===== config.mk =====
export PLATFORM = sky130hd
export DESIGN_NAME = dt_res_arbiter
export DESIGN_NICKNAME = d
export VERILOG_FILES = /design/src/rtl/dt_pkg.sv /design/src/rtl/dt_rr_pick2.sv /design/src/rtl/dt_res_arbiter.sv
export SDC_FILE = /design/constraint.sdc
export NUM_CORES = 1
export LEC_CHECK = 0
export ABC_AREA = 1
export CAP_MARGIN = 20
export CORE_ASPECT_RATIO = 1.2
export CORE_UTILIZATION = 36
export CTS_CLUSTER_DIAMETER = 40
export DETAILED_ROUTE_END_ITERATION = 16
export PLACE_DENSITY = 0.76
export SLEW_MARGIN = 20
export SYNTH_ARGS = -nofsm -noshare
export SYNTH_HDL_FRONTEND = slang
export SYNTH_HIERARCHICAL = 1
export SYNTH_SLANG_ARGS = --single-unit

===== constraint.sdc =====
create_clock -name i_clk -period 1.8 [get_ports i_clk]
set_clock_uncertainty 0.2 [all_clocks]
set_input_delay 0.36 -clock i_clk [delete_from_list [all_inputs] [get_ports i_clk]]
set_output_delay 0.36 -clock i_clk [all_outputs]
set_load 0.005 [all_outputs]

===== src/rtl/dt_pkg.sv =====
// Shared types and sizes for the distance-transform result-memory path.
package dt_pkg;

   localparam int unsigned DT_IMG_W  = 128;
   localparam int unsigned DT_ADDR_W = $clog2(DT_IMG_W * DT_IMG_W);
   localparam int unsigned DT_DATA_W = 8;

   typedef logic req_id_t;

   function automatic logic [1:0] id2oh(input req_id_t id);
      return id ? 2'b10 : 2'b01;
   endfunction

endpackage


===== src/rtl/dt_rr_pick2.sv =====
// Combinational two-way round-robin picker with lock-owner override.
module dt_rr_pick2
   import dt_pkg::*;
(
   input  logic [1:0] i_req,
   input  req_id_t    i_last,
   input  logic       i_own_vld,
   input  req_id_t    i_own_id,
   input  logic       i_lock_ok,
   output logic [1:0] o_gnt
);

   always_comb begin
      o_gnt = 2'b00;
      if (i_own_vld && i_lock_ok && i_req[i_own_id]) begin
         o_gnt = id2oh(i_own_id);
      end else begin
         case (i_req)
            2'b01:   o_gnt = 2'b01;
            2'b10:   o_gnt = 2'b10;
            // On a tie the requester not served last wins; after lock expiry this is the other one.
            2'b11:   o_gnt = id2oh(~i_last);
            default: o_gnt = 2'b00;
         endcase
      end
   end

endmodule


===== src/rtl/dt_res_arbiter.sv =====
// Two-requester arbiter for the single-port DT result memory with burst lock,
// registered memory-side strobes and requester-tagged read return.
module dt_res_arbiter
   import dt_pkg::*;
#(
   parameter int unsigned ADDR_W   = DT_ADDR_W,
   parameter int unsigned DATA_W   = DT_DATA_W,
   parameter int unsigned MAX_LOCK = 8
) (
   input  logic              i_clk,
   input  logic              i_reset,
   input  logic [1:0]        i_req,
   input  logic [1:0]        i_lock,
   input  logic [1:0]        i_we,
   input  logic [ADDR_W-1:0] i_addr0,
   input  logic [ADDR_W-1:0] i_addr1,
   input  logic [DATA_W-1:0] i_wdata0,
   input  logic [DATA_W-1:0] i_wdata1,
   output logic [1:0]        o_gnt,
   output logic [1:0]        o_rvalid,
   output logic [DATA_W-1:0] o_rdata,
   output logic              o_res_rd,
   output logic              o_res_wr,
   output logic [ADDR_W-1:0] o_res_addr,
   output logic [DATA_W-1:0] o_res_do,
   input  logic [DATA_W-1:0] i_res_di
);

   localparam int unsigned CNT_W = $clog2(MAX_LOCK + 1);

   req_id_t             r_last;
   logic                r_own_vld;
   req_id_t             r_own_id;
   logic [CNT_W-1:0]    r_lock_cnt;
   logic                r_res_rd;
   logic                r_res_wr;
   logic [ADDR_W-1:0]   r_res_addr;
   logic [DATA_W-1:0]   r_res_do;
   req_id_t             r_rd_id;
   logic [1:0]          r_rvalid;
   logic [DATA_W-1:0]   r_rdata;

   req_id_t             w_last_nxt;
   logic                w_own_vld_nxt;
   req_id_t             w_own_id_nxt;
   logic [CNT_W-1:0]    w_lock_cnt_nxt;
   logic                w_res_rd_nxt;
   logic                w_res_wr_nxt;
   logic [ADDR_W-1:0]   w_res_addr_nxt;
   logic [DATA_W-1:0]   w_res_do_nxt;
   req_id_t             w_rd_id_nxt;
   logic [1:0]          w_rvalid_nxt;
   logic [DATA_W-1:0]   w_rdata_nxt;

   logic [1:0]          w_pick;
   logic [1:0]          w_gnt;
   logic                w_gnt_vld;
   req_id_t             w_gnt_id;
   logic                w_lock_ok;

   assign w_lock_ok = (r_lock_cnt < CNT_W'(MAX_LOCK));

   dt_rr_pick2 u_pick (
      .i_req     (i_req),
      .i_last    (r_last),
      .i_own_vld (r_own_vld),
      .i_own_id  (r_own_id),
      .i_lock_ok (w_lock_ok),
      .o_gnt     (w_pick)
   );

   // No grant is offered while reset is held.
   assign w_gnt     = i_reset ? 2'b00 : w_pick;
   assign w_gnt_vld = |w_gnt;
   assign w_gnt_id  = w_gnt[1];

   always_comb begin
      w_last_nxt     = r_last;
      // Without a grant the owner is not requesting, so ownership lapses.
      w_own_vld_nxt  = 1'b0;
      w_own_id_nxt   = r_own_id;
      w_lock_cnt_nxt = '0;
      w_res_rd_nxt   = 1'b0;
      w_res_wr_nxt   = 1'b0;
      w_res_addr_nxt = r_res_addr;
      w_res_do_nxt   = r_res_do;
      w_rd_id_nxt    = r_rd_id;

      if (w_gnt_vld) begin
         w_last_nxt     = w_gnt_id;
         w_res_rd_nxt   = ~i_we[w_gnt_id];
         w_res_wr_nxt   = i_we[w_gnt_id];
         w_res_addr_nxt = w_gnt_id ? i_addr1 : i_addr0;
         w_res_do_nxt   = w_gnt_id ? i_wdata1 : i_wdata0;
         w_rd_id_nxt    = w_gnt_id;
         if (i_lock[w_gnt_id]) begin
            w_own_vld_nxt = 1'b1;
            w_own_id_nxt  = w_gnt_id;
            // An expired owner re-granted alone starts a fresh burst.
            if (r_own_vld && (r_own_id == w_gnt_id) && w_lock_ok) begin
               w_lock_cnt_nxt = r_lock_cnt + CNT_W'(1);
            end else begin
               w_lock_cnt_nxt = CNT_W'(1);
            end
         end
      end

      w_rvalid_nxt = r_res_rd ? id2oh(r_rd_id) : 2'b00;
      w_rdata_nxt  = r_res_rd ? i_res_di : r_rdata;
   end

   always_ff @(posedge i_clk) begin
      if (i_reset) begin
         r_last     <= 1'b1;
         r_own_vld  <= 1'b0;
         r_own_id   <= 1'b0;
         r_lock_cnt <= '0;
         r_res_rd   <= 1'b0;
         r_res_wr   <= 1'b0;
         r_res_addr <= '0;
         r_res_do   <= '0;
         r_rd_id    <= 1'b0;
         r_rvalid   <= 2'b00;
         r_rdata    <= '0;
      end else begin
         r_last     <= w_last_nxt;
         r_own_vld  <= w_own_vld_nxt;
         r_own_id   <= w_own_id_nxt;
         r_lock_cnt <= w_lock_cnt_nxt;
         r_res_rd   <= w_res_rd_nxt;
         r_res_wr   <= w_res_wr_nxt;
         r_res_addr <= w_res_addr_nxt;
         r_res_do   <= w_res_do_nxt;
         r_rd_id    <= w_rd_id_nxt;
         r_rvalid   <= w_rvalid_nxt;
         r_rdata    <= w_rdata_nxt;
      end
   end

   always_comb begin
      o_gnt      = w_gnt;
      o_rvalid   = r_rvalid;
      o_rdata    = r_rdata;
      o_res_rd   = r_res_rd;
      o_res_wr   = r_res_wr;
      o_res_addr = r_res_addr;
      o_res_do   = r_res_do;
   end

endmodule


==> reports/results.md <==
| Metric | Reported | Unit |
|:---|:---|:---|
| GR Layer Usage met1 | 19.8 | % |
| Die H | 82.6 | µm |
| Filler Cell Count | 488 | - |
| Fraction of synthesized cell area taken by the top area cell type | 43.2 | % |
| DR iter-0 viols | 116 | - |
| Critical setup path kind | flip-flop to output pin | - |
| Count of synthesis-stage warnings from yosys | 6 | - |
| Part of the power in the clock network | 34.6 | % |
| Leak | 1.53 | nW |
| Wire length of the first global-routing pass | 8630 | µm |
| Power density normalized to cell area | 814 | nW/µm² |
| Run status | complete, but fails checks | - |
| Synth Register Bits | 42 | - |
| Tightest Hold Check Type | flip-flop to flip-flop | - |
| GPL Wtd Cong | 0.757 | - |
| Layer with the highest usage | met2 | - |
| Antenna violations before repair | 0 | - |
| Sequential Area | 845 | µm² |
| Clock Sinks | 42 | - |
| Part of the cycle the worst path needs | 103 | % |
| Transition time of the tightest slew-check pin | 0.259 | ns |
| Clock slew at reported path FFs | 0.08 | ns |
| Routed length per placed instance | 10.6 | µm |
| Share of layout cells above drive strength 1 | 11.9 | % |
| Residual overflow from global routing | 0 | - |
| Sw Ratio | 25.1 | % |
| Type of origin of the critical path | flip-flop | - |
| Sequential share of power | 39.8 | % |
| Post-Route Utilization | 63.9 | % |
| Internal power component | 1.98 | mW |
| Horizontal die dimension | 69.1 | µm |
| Post-Syn Area | 1950 | µm² |
| Number of placement rows | 28 | - |
| Max-cap violations | 0 | - |
| Multiplexer share of the synthesized area | 0 | % |
| Count of pins over their slew limit | 0 | - |
| Number of buffers created by CTS | 5 | - |
| Number of vias per cell | 4.48 | - |
| Worst path setup slack after routing | -0.0557 | ns |
| Number of flops mapped to enable cells by yosys | 0 | - |
| Worst-path fanout max | 3 | - |
| Detailed-route DRC error count | 0 | - |
| Cell count after synthesis | 317 | - |
| VDD IR max | 0.458 | mV |
| Power after layout | 2.64 | mW |
| PortBufs | 95 | - |
| Compound-cell area share of the yosys netlist | 4.50 | % |
| Simple logic cell fraction of the synthesized area | 39.8 | % |
| IO Count | 96 | - |
| Category of the worst setup path capture point | output pin | - |
| Clock tree from TritonCTS | built | - |
| Longest Clk Path Bufs | 2 | - |
| Highest clock frequency the design can meet | 0.539 | GHz |
| Starting density of the core | 38.3 | % |
| Tightest slew margin relative to the limit | 82.7 | % |
| Net Count, Synth | 378 | - |
| Worst hold margin | 0.226 | ns |
| Area share of fa/ha/maj cells after synthesis | 0.643 | % |
| Violated checks | setup timing | - |
| RSZ-0062 raised after global routing | yes | - |
| Antenna diode count | 0 | - |
| Met2 demand-to-capacity share in global routing | 35.5 | % |
| Final routed wirelength across all metal layers | 5170 | µm |
| H-tree depth reported by CTS | 2 | - |
| Largest net degree at the start of global routing | 25 | - |
| Final cell area excluding filler cells | 3250 | µm² |
| Endpoints failing hold | 0 | - |
| Main combinational cell family by area after synthesis | simple AND/OR/NAND/NOR gates | - |
| Area of the placeable core | 5080 | µm² |
| Post-synthesis sequential area ratio | 43.2 | % |
| Skew-Pair Late Insertion Delay | 0.29 | ns |
| Synthesis-to-layout area growth | 66.8 | % |
| Post-synth ARST share | 0 | % |
| Largest cells by area after synthesis | sky130_fd_sc_hd__dfxtp_1 43%, sky130_fd_sc_hd__nor2_1 19%, sky130_fd_sc_hd__nand2_1 17% | - |
| Net switching power figure | 662 | µW |
| Count of unique library cells instantiated by Yosys | 18 | - |
| Met3 GRT Util | 7.28 | % |
| Worst path arrival time | 1.30 | ns |
| Number of global-route vias before repair | 2,036 | - |
| CP required | 1.24 | ns |
| Prevailing post-synth register cell | sky130_fd_sc_hd__dfxtp_1 | - |
| Area enclosed by the die boundary | 5710 | µm² |
| Antenna Nets Post-Route | 0 | - |
| Via count | 2,180 | - |
| Worst setup timing slack at the placement stage | -0.651 | ns |
| Fraction of power consumed by combinational cells | 25.6 | % |
| Top cell type by total area after synthesis | sky130_fd_sc_hd__dfxtp_1 | - |
| Count of endpoints failing setup in the final report | 2 | - |
| Detail Placement HPWL | 3850 | µm |
| Hold_buf cts | 0 | - |
| Post-route minimum period | 1.86 | ns |
| Post-layout net count | 487 | - |
| Xor and xnor area share after synthesis | 0.450 | % |
| Average instance area after synthesis | 6.14 | µm² |
| Number of search-and-repair iterations in the first detailed-routing pass | 4 | - |
| Multi-input gate area in the final layout | 925 | µm² |
| Clk Tree Root Cell | sky130_fd_sc_hd__clkbuf_8 | - |
| Instance area at placement | 3050 | µm² |
| Total track usage | 19.0 | % |
==> repair_timing <==
action	CTS	global route
gates cloned	0	0
setup buffers	1	0
pin swaps	3	4
resized for setup	28	10
hold endpoints to repair	0	0
setup endpoints to repair	32	30
==> routing by layer <==
layer,vias to the layer above,part of all wire [%]
met5,-,0
met4,0,0.37
met3,4,7.7
met2,76,49
met1,951,43
li1,1149,-
==> stage by stage <==
stage | setup TNS, ns | instances
floorplan | 0 | 317
global placement | -14.22 | 479
detailed placement | -15.57 | 479
CTS | -0.275 | 487
global route | -1.89 | 487
finish | -0.0960 | 487
==> state kept, by name, indices dropped and copies added (netlist names), 2 cells and up <==
| register | flops |
|---|---|
| o_res_addr | 14 |
| o_rdata | 8 |
| o_res_do | 8 |
| r_lock_cnt | 4 |
| o_rvalid | 2 |
==> final cells by class <==
type	instances	area share [%]
clock inverter	2	1.85
timing repair buffer	112	33.4
clock buffer	6	2.54
sequential	42	26.0
tap	60	2.31
multi-input combinational	219	28.5
inverter	46	5.43
==> critical path, cell delays in order (launching register included) <==
cell	delay (ns)
sky130_fd_sc_hd__dfxtp_2	0.34
sky130_fd_sc_hd__inv_2	0.03
sky130_fd_sc_hd__nand2_2	0.06
sky130_fd_sc_hd__inv_2	0.05
sky130_fd_sc_hd__nand2_2	0.06
sky130_fd_sc_hd__nand3_2	0.06
sky130_fd_sc_hd__nand2_2	0.09
sky130_fd_sc_hd__inv_2	0.05
sky130_fd_sc_hd__nor2_4	0.13
sky130_fd_sc_hd__buf_2	0.14
==> final timing paths <==
path / slack, ns / endpoint / start / cells after the start
hold / removal: 0.23 / o_rvalid[0] / r_rd_id / 1
hold reg to reg: 0.23 / o_rvalid[0] / r_rd_id / 1
setup reg to reg: 0.03 / r_lock_cnt[2] / r_lock_cnt[3] / 13
setup / recovery: -0.06 / o_gnt[1] / r_lock_cnt[3] / 9
==> layout by cell type (no fill, tap or decap), types with 6 or more instances in the layout <==
cell	instances
sky130_fd_sc_hd__nor2_1	97
sky130_fd_sc_hd__clkdlybuf4s50_1	90
sky130_fd_sc_hd__nand2_1	81
sky130_fd_sc_hd__dfxtp_1	39
sky130_fd_sc_hd__inv_1	37
sky130_fd_sc_hd__o21ai_0	14
sky130_fd_sc_hd__buf_4	14
sky130_fd_sc_hd__nand3_1	8
sky130_fd_sc_hd__inv_2	7
sky130_fd_sc_hd__nand2_2	7
sky130_fd_sc_hd__clkbuf_8	6
==> cell families (layout without fill, tap and decap cells) <==
logic type                 count (synthesis)  in the layout
and+or+nand+nor                          200            200
DFF                                       42             42
buffers and inverters                     56            166
AOI/OAI and AO/OA                         17             17
adders and majority gates                  1              1
xor gates and xnor gates                   1              1
==> cell usage after synthesis (2+ instances only) <==
master	instances
sky130_fd_sc_hd__a21oi_1	2
sky130_fd_sc_hd__buf_2	4
sky130_fd_sc_hd__buf_4	2
sky130_fd_sc_hd__clkbuf_1	4
sky130_fd_sc_hd__dfxtp_1	42
sky130_fd_sc_hd__inv_1	44
sky130_fd_sc_hd__nand2_1	89
sky130_fd_sc_hd__nand3_1	9
sky130_fd_sc_hd__nor2_1	98
sky130_fd_sc_hd__nor3_1	2
sky130_fd_sc_hd__o21ai_0	14
==> power groups by stage <==
stage | registers (mW) | logic, mW | clock network [mW]
6_report | 1.05 | 0.676 | 0.914
3_5_place_dp | 1.07 | 0.655 | 0
2_1_floorplan | 1.08 | 0.264 | 0
4_1_cts | 1.05 | 0.668 | 0.929
3_3_place_gp | 1.07 | 0.643 | 0
5_1_grt | 1.06 | 0.753 | 0.973
Note: power is estimated with default switching activity, not from simulation.
